--- src/rtl/btb_replace_ctrl.sv ---
// Replacement controller for the IF-stage BTB: per-line valid bits, one outstanding fill, victim selection.
// Optional macro BTB_PLRU_EN selects tree pseudo-LRU; otherwise a round-robin pointer is the policy.
module btb_replace_ctrl #(
  parameter int WIDTH    = 4,
  parameter int LINE_NUM = 16
) (
  input  logic                clk,
  input  logic                resetn,
  input  logic                alloc_req,
  output logic                alloc_gnt,
  output logic [WIDTH-1:0]    alloc_index,
  input  logic                commit,
  input  logic                cancel,
  input  logic                hit_valid,
  input  logic [WIDTH-1:0]    hit_index,
  input  logic                inval_all,
  output logic [LINE_NUM-1:0] valid_out,
  output logic                all_valid,
  output logic                busy
);

  typedef enum logic {IDLE, PEND} state_t;

  state_t              state;
  logic [LINE_NUM-1:0] valid;
  logic [WIDTH-1:0]    pend_index;
  logic [WIDTH-1:0]    free_index;
  logic [WIDTH-1:0]    policy_index;
  logic                commit_fire;

  function automatic logic [WIDTH-1:0] first_free(input logic [LINE_NUM-1:0] v);
    logic [WIDTH-1:0] idx;
    idx = '0;
    for (int i = LINE_NUM - 1; i >= 0; i--) begin
      if (!v[i]) idx = WIDTH'(i);
    end
    return idx;
  endfunction

  // A cancel in the same cycle as a commit drops the fill.
  assign commit_fire = (state == PEND) && commit && !cancel;

  assign free_index  = first_free(valid);
  assign all_valid   = &valid;
  assign valid_out   = valid;
  assign busy        = (state == PEND);
  assign alloc_index = all_valid ? policy_index : free_index;
  assign alloc_gnt   = (state == IDLE) && alloc_req && !inval_all;

`ifdef BTB_PLRU_EN
  // Heap-ordered tree: node 1 is the root, children of n are 2n and 2n+1; bit 0 selects the lower child.
  logic [LINE_NUM-1:1] plru;
  logic [LINE_NUM-1:1] plru_next;

  function automatic logic [LINE_NUM-1:1] plru_touch(input logic [LINE_NUM-1:1] t,
                                                     input logic [WIDTH-1:0]    line);
    logic [WIDTH:0] node;
    node = {1'b1, line};
    for (int l = 0; l < WIDTH; l++) begin
      t[node[WIDTH:1]] = ~node[0];
      node = {1'b0, node[WIDTH:1]};
    end
    return t;
  endfunction

  function automatic logic [WIDTH-1:0] plru_victim(input logic [LINE_NUM-1:1] t);
    logic [WIDTH:0] node;
    node = {{WIDTH{1'b0}}, 1'b1};
    for (int l = 0; l < WIDTH; l++) begin
      node = {node[WIDTH-1:0], t[node[WIDTH-1:0]]};
    end
    return node[WIDTH-1:0];
  endfunction

  always_comb begin
    plru_next = plru;
    if (hit_valid && valid[hit_index]) plru_next = plru_touch(plru_next, hit_index);
    if (commit_fire)                   plru_next = plru_touch(plru_next, pend_index);
  end

  assign policy_index = plru_victim(plru);

  always_ff @(posedge clk or negedge resetn) begin
    if (!resetn)        plru <= '0;
    else if (inval_all) plru <= '0;
    else                plru <= plru_next;
  end
`else
  // Round-robin advances only when a commit replaces a line that was already valid at grant.
  logic [WIDTH-1:0] rr;
  logic             pend_repl;
  logic             unused_hit;

  assign unused_hit   = hit_valid ^ (^hit_index);
  assign policy_index = rr;

  always_ff @(posedge clk or negedge resetn) begin
    if (!resetn) begin
      rr        <= '0;
      pend_repl <= 1'b0;
    end else if (inval_all) begin
      rr        <= '0;
      pend_repl <= 1'b0;
    end else begin
      if (alloc_gnt)               pend_repl <= all_valid;
      if (commit_fire && pend_repl) rr       <= rr + 1'b1;
    end
  end
`endif

  always_ff @(posedge clk or negedge resetn) begin
    if (!resetn) begin
      state      <= IDLE;
      valid      <= '0;
      pend_index <= '0;
    end else if (inval_all) begin
      state <= IDLE;
      valid <= '0;
    end else begin
      case (state)
        IDLE: begin
          if (alloc_gnt) begin
            pend_index <= alloc_index;
            state      <= PEND;
          end
        end
        PEND: begin
          if (cancel) begin
            state <= IDLE;
          end else if (commit) begin
            valid[pend_index] <= 1'b1;
            state             <= IDLE;
          end
        end
        default: state <= IDLE;
      endcase
    end
  end

endmodule

--- config.mk ---
export PLATFORM = sky130hd
export DESIGN_NAME = btb_replace_ctrl
export DESIGN_NICKNAME = d
export VERILOG_FILES = /design/src/rtl/btb_replace_ctrl.sv
export SDC_FILE = /design/constraint.sdc
export NUM_CORES = 1
export LEC_CHECK = 0
export ABC_CLOCK_PERIOD_IN_PS = 1700
export CORE_ASPECT_RATIO = 0.75
export CORE_UTILIZATION = 39
export CTS_CLUSTER_DIAMETER = 80
export CTS_CLUSTER_SIZE = 10
export DETAILED_ROUTE_END_ITERATION = 10
export DONT_BUFFER_PORTS = 1
export GPL_TIMING_DRIVEN = 1
export PLACE_DENSITY = 0.56
export SKIP_CTS_REPAIR_TIMING = 1
export SLEW_MARGIN = 15
export SYNTH_ARGS = -nofsm -noshare
export SYNTH_HDL_FRONTEND = slang
export SYNTH_SLANG_ARGS = --single-unit
export TNS_END_PERCENT = 5
--- constraint.sdc ---
create_clock -name clk -period 1.7 [get_ports clk]
set_input_delay 0.255 -clock clk [delete_from_list [all_inputs] [get_ports clk]]
set_output_delay 0.255 -clock clk [all_outputs]
set_load 0.01 [all_outputs]
## Yosys cells after proc, flatten, opt, wreduce, memory -nomap -nowiden

Index checks and enable logic that the tools add are counted.

- Bits in writable memories: 0
- Memories kept: 0
- Input port bits: 11
- Bits in registers: 26
- Word-level logic and storage cells: 59
- Bits in read-only memories: 0
- Latch bits: 0

- Magnitude comparators: 2
- Mux-type cells: 32
- Multiply operators: 0
- Eq/ne operators: 1
- Div/mod/pow operators: 0
- Shift-type cells: 0
- Bitwise logic cells: 3
- Add/subtract/negate cells: 1
- Reductions and logical operators: 15

Operator list:

| operator | number |
|---|---|
| two-way mux 4 bit | 19 |
| two-way mux 16 bit | 4 |
| bitwise OR 16 bit | 1 |
| AND reduction 16 bit | 1 |
| nonzero test 2 bit | 4 |
| two-way mux 1 bit | 7 |
| logical AND 1 bit | 6 |
| AND reduction 3 bit | 2 |
| less-than comparator 4 x 5 -> 1 bit, second input constant | 1 |
| adder 4 x 1 -> 4 bit, second input constant | 1 |
| demux 1 bit (select 4 bit) | 1 |
| greater-or-equal comparator 4 x 1 -> 1 bit, second input constant | 1 |
| zero test 1 bit | 2 |
| != test 2 x 1 -> 1 bit, second input constant | 1 |
| NOT 1 bit | 2 |
| case mux 1 bit (2 select lines) | 1 |

## Logic depth before layout (Yosys ltp)

Gate-level depths: netlist (run 1).

- Depth after elaboration: 17
- Gate-level depth with buffers: 5
- Gate-level depth less buffers: 4

## Least setup slack after synthesis (run 1)

OpenSTA, ideal clock, no wires.

- Path kind: reg2out
- Start point: register valid[14], in the netlist valid_out[14]
- End point: output alloc_index[0]
- Data arrival time: 1255 ps
- Buffers on the path: 0
- Path slack: 190 ps
- Stages on the path, launching flop included: 5
- Path through: dfrtp_1 > nor2b_1 > o221a_2 > o311ai_1 > nand2_1

- Cells in the longest elaborated chain, start to end: 16
- Elaborated cells on any way between the ends: 17

RTL lines:

| item | line | RTL |
|---|---|---|
| start: declaration | 25 | `logic [LINE_NUM-1:0] valid;` |
| start signal: assignment | 114 | `valid <= '0;` |
| start signal: assignment | 118 | `valid <= '0;` |
| start signal: indexed assignment | 131 | `valid[pend_index] <= 1'b1;` |
| two-way mux 4 bit (15 in series) | 35 | `if (!v[i]) idx = WIDTH'(i);` |
| two-way mux 4 bit (*) | 47 | `assign alloc_index = all_valid ? policy_index : free_index;` |
| end: declaration | 11 | `output logic [WIDTH-1:0] alloc_index,` |

Every way passes the cells marked *; elsewhere a longest branch is shown, timed or not.

## Final worst setup path (run 1)

- Start point: register valid[12], in the netlist valid_out[12]
- End point: output alloc_index[0]

- Cells in the longest elaborated chain, start to end: 14
- Elaborated cells on any way between the ends: 15

RTL lines:

| item | line |
|---|---|
| two-way mux 4 bit (13 in series) | 35 |
| two-way mux 4 bit (*) | 47 |

Marked as above.

==> results of run 1 <==
==> metrics by stage <==
step | setup slack, ps | cells | hold slack [ps] | util [%] | power [uW]
after floorplan | 190 | 133 | -40.6 | - | 681
after global placement | 117 | 187 | -40.0 | 48.1 | 687
after detailed placement | 114 | 187 | -40.2 | 48.1 | 689
after CTS | -205 | 190 | -343 | 49.5 | 1040
after global routing | -211 | 200 | 20.0 | 53.7 | 1090
final | -97.9 | 200 | 31.2 | 53.7 | 1050
==> worst reg2reg max path: stages (launching register included) <==
cell and delay, ps:
dfrtp_2 420, nand4_2 190, nor4_4 390, nand2_1 140, buf_4 160, a31oi_1 150
==> path summary, 6_finish.rpt <==
path | from | end | slack [ps] | cells after the start
max in group asynchronous | resetn | valid_out[4] | 1130 | 2
max | valid_out[12] | alloc_index[0] | -100 | 3
min | inval_all | valid_out[11] | 30 | 1
min reg2reg | pend_repl | pend_repl | 550 | 2
min in group asynchronous | resetn | policy_index[0] | 410 | 2
max reg2reg | valid_out[8] | pend_index[0] | 180 | 5
==> where the power goes <==
group          internal, uW  total, uW  switching, uW
Sequential              628        641           13.0
Clock                   159        348            188
Combinational          26.9       58.8           31.9
==> cell families after synthesis <==
group | after synthesis | synth area share [%]
AOI/OAI and AO/OA | 28 | 13.4
xor gates and xnor gates | 3 | 2.07
adders and majority gates | 1 | 0.984
buffers and inverters | 6 | 1.77
DFF | 26 | 51.2
muxes | 4 | 3.35
and+or+nand+nor | 65 | 27.3
==> metal layers <==
| metal | vias to the layer above | part of all wire (%) | wire (um) |
|---|---|---|---|
| met5 | - | 0 | 0 |
| met4 | 0 | 1.0 | 34 |
| met3 | 5 | 4.4 | 142 |
| met2 | 27 | 46 | 1490 |
| met1 | 548 | 49 | 1580 |
| li1 | 528 | - | - |
==> flip-flops by register name, summed over array words and instances, names as in the netlist <==
signal and flops:
busy 1, valid_out 16, pend_index 4, pend_repl 1, policy_index 4
==> placed cells by master, fill, tap and decap left out, drive strengths merged <==
master | synthesis | routed
nand4 | 6 | 6
a31oi | 6 | 6
inv | 2 | 2
clkbuf | 4 | 3
and3b | 4 | 4
a21oi | 16 | 16
o221a | 1 | 1
nand3 | 1 | 1
or3b | 1 | 1
dlygate4sd3 | 0 | 1
ha | 1 | 1
mux2i | 2 | 2
and4b | 1 | 1
dfrtp | 26 | 26
nand2b | 2 | 2
a31o | 1 | 1
mux2 | 2 | 2
o21bai | 1 | 1
nor3 | 3 | 3
xnor2 | 1 | 1
xor2 | 2 | 2
nor2 | 27 | 27
nor4 | 1 | 1
o311ai | 2 | 2
a211oi | 1 | 1
nand2 | 14 | 14
buf | 0 | 29
and3 | 1 | 1
nor3b | 1 | 1
nor2b | 3 | 3
==> layout make-up <==
type | count | area share (%)
multi-input combinational | 101 | 38.7
clock buffer | 3 | 2.54
tap | 38 | 2.93
sequential | 26 | 40.6
inverter | 2 | 0.463
timing repair buffer | 30 | 14.8
==> synthesized netlist by cell type, types with 2 or more instances <==
library cell	n	share of area [%]
nand4_2	2	2.0
nand4_1	4	2.0
nand2_1	14	4.1
mux2_2	2	1.8
dfrtp_1	26	51
and3b_1	4	2.8
mux2i_1	2	1.6
nor2_1	26	7.7
inv_1	2	0.59
a31oi_1	6	3.0
a21oi_1	16	6.3
clkbuf_1	4	1.2
nor3_1	3	1.2
nor2b_1	3	1.5
xor2_1	2	1.4
nand2b_1	2	0.98
==> results.toml, run 1 <==
[logic_synthesis]
yosysSeqAreaShare_pct = 51.2
synthesis.nets = 145
synth_cell_types = 31
synth_cells = 133
synth_edf_count = 0
yosysWarnings = 0
ys_async_sr_fraction_pct = 100
ys_seq_elements = 26
syn_area_sq_um = 1270
synth_flop_cell = "dfrtp_1"
syn_area_per_cell_sq_um = 9.56

[route]
ant_nets = 0
routedWlPerCell_um = 16.2
dr.pass1.iters = 4
wl_mm = 3.25
vias = 1108
drtIter0Drc = 36
viasPerCell = 5.54
drcViolationCount = 0

[grt]
grt_use_met3_pct = 6.47
busiest_layer = "met2"
grt.met1_usage_pct = 27.8
met2_usage_pct = 30.9
grt_pass1_vias = 1034
grt_antenna_before_repair = 0
grt_pass1_wl_mm = 5.11
gr-total-overflow = 0
grt_usage_pct = 20.2
grt_max_degree = 27

[critical_path]
worstSetupPathType = "register to primary output"
path_cells = "o221a_2 -> o311ai_2 -> nand2_2"
end_kind = "primary output"
critical_path.top_delay_family = "compound AO/OA/AOI/OAI gates"
slowest_stage = "dfrtp_1"
max_stage_delay_ps = 460
path_max_fanout = 5
start_kind = "register"
crit_required_ps = 1440
cp_num_buf_inv = 0
critPathArrivalTime_ps = 1540

[sta]
finalSetupViolations = 3
fin_tns_setup_ps = -170
timing_hold_violations_final = 0
tightest_slew_ps = 345
maxSlewViolCount = 0
slew-limit-headroom_pct = 76.9
fmax_mhz = 556
layout_setup_ws_ps = -97.9
finalClockSkew_ps = 2.27
rsz0062_at_grt = "true"
min_period_ps = 1800
min_period_over_period_pct = 106

[die]
die_x_um = 67.9
rows = 17
core_area_sq_um = 3020
start_util_pct = 42.1
pin_count = 34
fp.dieH_um = 51.4
die_area_sq_um = 3490

[final_layout]
finalNetCount = 176
fillers = 280
synthToLayoutAreaGrowth_pct = 27.7
final_area_sq_um = 1620
multi_input_area_sq_um = 628
drive_above_1_share_pct = 32.1
diodes = 0
seq_area_sq_um = 658

[cts]
clockBufferDepth = 2
cts_sinks = 26
numCtsBuffers = 3
root_buffer = "clkbuf_8"
clock_latency_ps = 270
htree_num_levels = 1
cts_tree = "built"
clk_pin_slew_worst_paths_ps = 80

[worst_hold_path]
min-delay-path-class = "input port to register"

[pwr]
vdd_drop_max_uv = 342
power.density_nw_per_um2 = 646
power_leakage_uw = 0.000776

[job]
drv_cap = 0

[place]
placed_area_sq_um = 1450
port_buffers = 0
routabilityCongestion = 0.869
dpl.hpwl_mm = 2.36

[run_status]
violations = "negative setup slack"
status = "finished with violations"
Note: power is estimated with default switching activity, not from simulation.
==> run 2, diff against run 1 <==
--- a/config.mk
+++ b/config.mk
@@ -7,13 +7,13 @@
 export LEC_CHECK = 0
 export ABC_CLOCK_PERIOD_IN_PS = 1700
 export CORE_ASPECT_RATIO = 0.75
-export CORE_UTILIZATION = 39
-export CTS_CLUSTER_DIAMETER = 80
+export CORE_UTILIZATION = 50
+export CTS_CLUSTER_DIAMETER = 60
 export CTS_CLUSTER_SIZE = 10
 export DETAILED_ROUTE_END_ITERATION = 10
 export DONT_BUFFER_PORTS = 1
 export GPL_TIMING_DRIVEN = 1
-export PLACE_DENSITY = 0.56
+export PLACE_DENSITY = 0.68
 export SKIP_CTS_REPAIR_TIMING = 1
 export SLEW_MARGIN = 15
 export SYNTH_ARGS = -nofsm -noshare
==> run 2 against run 1 <==
The run still ends with negative setup slack left; via count decreased by 3.8%; combinational power up 5.4%; sequential power hardly changed; count of clock-buffer cells in the layout is the same; core utilization up 11 points; routed wire length shrank 7.1%; clock skew is 5.6 ps higher; flip-flop and latch count did not move; first-iteration DRC count up 61%; register-to-register slack better by 100 ps; clock power fell by 26%; worst setup slack worse by 100 ps.
==> results.toml, run 2 (synthesized netlist as in run 1, its figures left out) <==
[final_layout]
synthToLayoutAreaGrowth_pct = 19.2
largest_reg_flops = 16
drive_above_1_share_pct = 27.0
final_area_sq_um = 1520
layout_commonest_cell = "nor2_1"
final_util_pct = 64.6
finalNetCount = 162
diodes = 0
fillers = 209
fin_cells = 182
layout_common_cells = "26 x nor2_1, 16 x dfrtp_1, 15 x a21oi_1, 13 x nand2_1, 13 x buf_4"

[grt]
gr-total-overflow = 0
grt_usage_pct = 23.9
grt_antenna_before_repair = 0
grt.met1_usage_pct = 33.3
grt_use_met3_pct = 7.10
busiest_layer = "met2"
grt_pass1_wl_mm = 4.60
grt_pass1_vias = 952
grt_max_degree = 27
met2_usage_pct = 36.3

[place]
port_buffers = 0
placedCellCount = 176
dpl.hpwl_mm = 2.12
placed_area_sq_um = 1400
routabilityCongestion = 0.873

[pwr]
power_leakage_uw = 0.000694
power.density_nw_per_um2 = 636
vdd_drop_max_uv = 549
power_uw = 964

[sta]
finalClockSkew_ps = 7.90
maxSlewViolCount = 0
fmax_mhz = 526
layout_setup_ws_ps = -202
rsz0062_at_grt = "true"
min_period_over_period_pct = 112
timing_hold_violations_final = 0
min_period_ps = 1900
finalSetupViolations = 4
tightest_slew_ps = 809
slew-limit-headroom_pct = 45.9
fin_tns_setup_ps = -475

[cts]
htree_num_levels = 1
numCtsBuffers = 3
clock_latency_ps = 320
cts_sinks = 26
clk_pin_slew_worst_paths_ps = 130
cts_tree = "built"
clockBufferDepth = 2
root_buffer = "clkbuf_4"

[route]
drcViolationCount = 0
ant_nets = 0
viasPerCell = 5.86
dr.pass1.iters = 4
wl_mm = 3.02
drtIter0Drc = 58
routedWlPerCell_um = 16.6
vias = 1066

[critical_path]
end_kind = "primary output"
path_max_fanout = 5
start_kind = "register"
crit_required_ps = 1440
worstSetupPathType = "register to primary output"
critPathArrivalTime_ps = 1650

[die]
die_area_sq_um = 2750
start_util_pct = 54.2
die_x_um = 60.2
pin_count = 34
rows = 15
core_area_sq_um = 2350
fp.dieH_um = 45.7

[worst_hold_path]
min-delay-path-class = "input port to register"

[run_status]
violations = "negative setup slack"
status = "finished with violations"

[job]
drv_cap = 0
-- run 2: cell count changes in the layout (fill, tap and decap cells not counted), sizes merged --
cell and delta:
buf -15, dlygate4sd3 +1
-- run 2: cell type report --
type                       count  area, sq um  area share, %
clock buffer                   3         22.5           1.49
timing repair buffer          16          138           9.08
inverter                       2         7.51          0.495
tap                           34         42.5           2.81
sequential                    26          663           43.8
multi-input combinational    101          642           42.4
-- run 2: metal layers --
metal	vias up	part of all wire (%)
met2	32	46
li1	505	-
met3	6	6.7
met1	523	45
met4	0	1.8
met5	-	0
-- run 2: worst paths after layout --
path                            slack (ps)           from               to  depth (start not counted)
min in group asynchronous              340         resetn  policy_index[1]                          2
worst max-delay path                  -200  valid_out[12]   alloc_index[0]                          3
worst min register to register         560      pend_repl        pend_repl                          2
worst min-delay path                   100         cancel             busy                          2
max in group asynchronous             1180         resetn    valid_out[11]                          2
worst max register to register         280   valid_out[7]    pend_index[1]                          4
-- run 2: worst max-delay path, cell delays in order (launching register included) --
cell and delay (ps):
dfrtp_2 490, o221a_2 330, o311ai_2 350, nand2_1 160
-- run 2: per-stage QoR --
step                      setup slack [ps]  hold slack [ps]
after global placement                 107            -40.1
final                                 -202              102
after global routing                  -242             95.0
after detailed placement              60.4            -40.2
after CTS                             -304             -399
after floorplan                        190            -40.6
-- run 2: power by group --
part	internal, uW	total [uW]	switching [uW]
logic	24.5	62.0	37.5
registers	629	643	13.5
clock network	83.1	259	176
total	737	964	227
==> run 3, diff against run 2 <==
--- a/config.mk
+++ b/config.mk
@@ -5,7 +5,7 @@
 export SDC_FILE = /design/constraint.sdc
 export NUM_CORES = 1
 export LEC_CHECK = 0
-export ABC_CLOCK_PERIOD_IN_PS = 1700
+export ABC_CLOCK_PERIOD_IN_PS = 1980
 export CORE_ASPECT_RATIO = 0.75
 export CORE_UTILIZATION = 50
 export CTS_CLUSTER_DIAMETER = 60
@@ -13,7 +13,6 @@
 export DETAILED_ROUTE_END_ITERATION = 10
 export DONT_BUFFER_PORTS = 1
 export GPL_TIMING_DRIVEN = 1
-export PLACE_DENSITY = 0.68
 export SKIP_CTS_REPAIR_TIMING = 1
 export SLEW_MARGIN = 15
 export SYNTH_ARGS = -nofsm -noshare
==> constraint.sdc (replaced) <==
create_clock -name clk -period 1.98 [get_ports clk]
set_input_delay 0.297 -clock clk [delete_from_list [all_inputs] [get_ports clk]]
set_output_delay 0.297 -clock clk [all_outputs]
set_load 0.01 [all_outputs]
==> run 3 against run 2 <==
The run still ends with negative setup slack left; sequential power decreased by 14%; worst setup slack improved by 190 ps; routed wire length decreased by 2.2%; worst hold slack got worse by 83 ps; sequential share of layout area increased by 2.9 points.
==> results.toml, run 3 (synthesized netlist as in run 1, its figures left out) <==
[cts]
htree_num_levels = 1
cts_tree = "built"
clk_pin_slew_worst_paths_ps = 130
numCtsBuffers = 3
clockBufferDepth = 2
cts_sinks = 26
clock_latency_ps = 320
root_buffer = "clkbuf_4"

[critical_path]
cp_num_buf_inv = 0
critical_path.top_delay_family = "compound AO/OA/AOI/OAI gates"
end_kind = "primary output"
start_kind = "register"
path_max_fanout = 5
path_cells = "nor2b_1 -> o221a_2 -> o311ai_2 -> nand2_1"
crit_required_ps = 1680
worstSetupPathType = "register to primary output"
slowest_stage = "dfrtp_2"
r2r-start = "valid_out[1]"
r2r_end = "pend_index[3]"
r2r_cells = 4
cp_num_cells = 4
max_stage_delay_ps = 480
reg2reg_setup_slack_ps = 380
critPathArrivalTime_ps = 1690

[sta]
finalSetupViolations = 1
layout_setup_ws_ps = -7.46
rsz0062_at_grt = "true"
slew-limit-headroom_pct = 65.6
timing_hold_violations_final = 0
maxSlewViolCount = 0
finalClockSkew_ps = 9.46
min_period_over_period_pct = 100
fmax_mhz = 503
min_period_ps = 1990
tightest_slew_ps = 511

[final_layout]
drive_above_1_share_pct = 21.4
diodes = 0
synthToLayoutAreaGrowth_pct = 12.1
fillers = 217
layout_commonest_cell = "nor2_1"
fin_cells = 174
final_area_sq_um = 1430
multi_input_area_sq_um = 608
largest_reg_flops = 16
finalNetCount = 154
layout_common_cells = "26 x nor2_1, 16 x a21oi_1, 15 x dfrtp_1, 13 x nand2_1, 11 x dfrtp_2"
seq_area_sq_um = 664

[route]
routedWlPerCell_um = 16.9
ant_nets = 0
vias = 1040
drcViolationCount = 0
drtIter0Drc = 95
dr.pass1.iters = 4
wl_mm = 2.95
viasPerCell = 5.98

[run_status]
violations = "negative setup slack"
status = "finished with violations"

[worst_hold_path]
min-delay-path-class = "input port to register"
hold_path_end = "valid_out[14]"
worstHoldStart = "inval_all"
worst_hold_path.num_cells = 1

[grt]
grt_pass1_vias = 940
gr-total-overflow = 0
grt_antenna_before_repair = 0
grt_pass1_wl_mm = 4.47
grt_usage_pct = 23.0
grt_max_degree = 27

[job]
drv_cap = 0

[pwr]
vdd_drop_max_uv = 381
power_leakage_uw = 0.000632
power.density_nw_per_um2 = 572

[die]
rows = 15
die_x_um = 60.2
pin_count = 34
fp.dieH_um = 45.7
start_util_pct = 54.2
die_area_sq_um = 2750
core_area_sq_um = 2350

[place]
routabilityCongestion = 0.781
placedCellCount = 165
placed_area_sq_um = 1310
dpl.hpwl_mm = 2.01
port_buffers = 0
==> run 3: cell type report <==
cell class                 count  area share, %
sequential                    26           46.6
multi-input combinational    101           42.7
timing repair buffer           8           5.62
tap                           34           2.99
clock buffer                   3           1.58
inverter                       2          0.527
==> run 3: per-stage QoR <==
stage / utilization (%) / TNS, ps / power [uW] / hold WS, ps / worst slack (ps)
2_1_floorplan: - / 0 / 585 / 1.41 / 428
3_3_place_gp: 56.0 / 0 / 586 / 1.85 / 254
3_5_place_dp: 56.0 / 0 / 587 / 1.73 / 251
4_1_cts: 57.0 / -162 / 805 / -359 / -135
5_1_grt: 60.7 / -157 / 848 / -5.07 / -82.8
6_report: 60.7 / -7.46 / 815 / 19.2 / -7.46
==> run 3: power by group <==
group	internal, uW	switching (uW)
combinational	20.3	25.9
sequential	540	12.9
clock	71.2	145
==> run 3: worst max path at each step <==
stage,start,endpoint,slack [ps]
2_1_floorplan,valid_out[14],alloc_index[0],430
3_3_place_gp,valid_out[14],alloc_index[0],250
3_5_place_dp,valid_out[14],alloc_index[0],250
4_1_cts,valid_out[14],alloc_index[0],-130
5_1_grt,valid_out[7],alloc_index[0],-80
6_report,valid_out[14],alloc_index[0],-7
==> run 3: layer usage <==
layer	routed length (um)	vias to the layer above	share of wire [%]	GRT usage, %
met3	198	2	6.7	6.53
li1	-	489	-	-
met2	1320	41	45	34.7
met5	0	-	0	0
met1	1420	508	48	32.8
met4	15	0	0.51	5.12
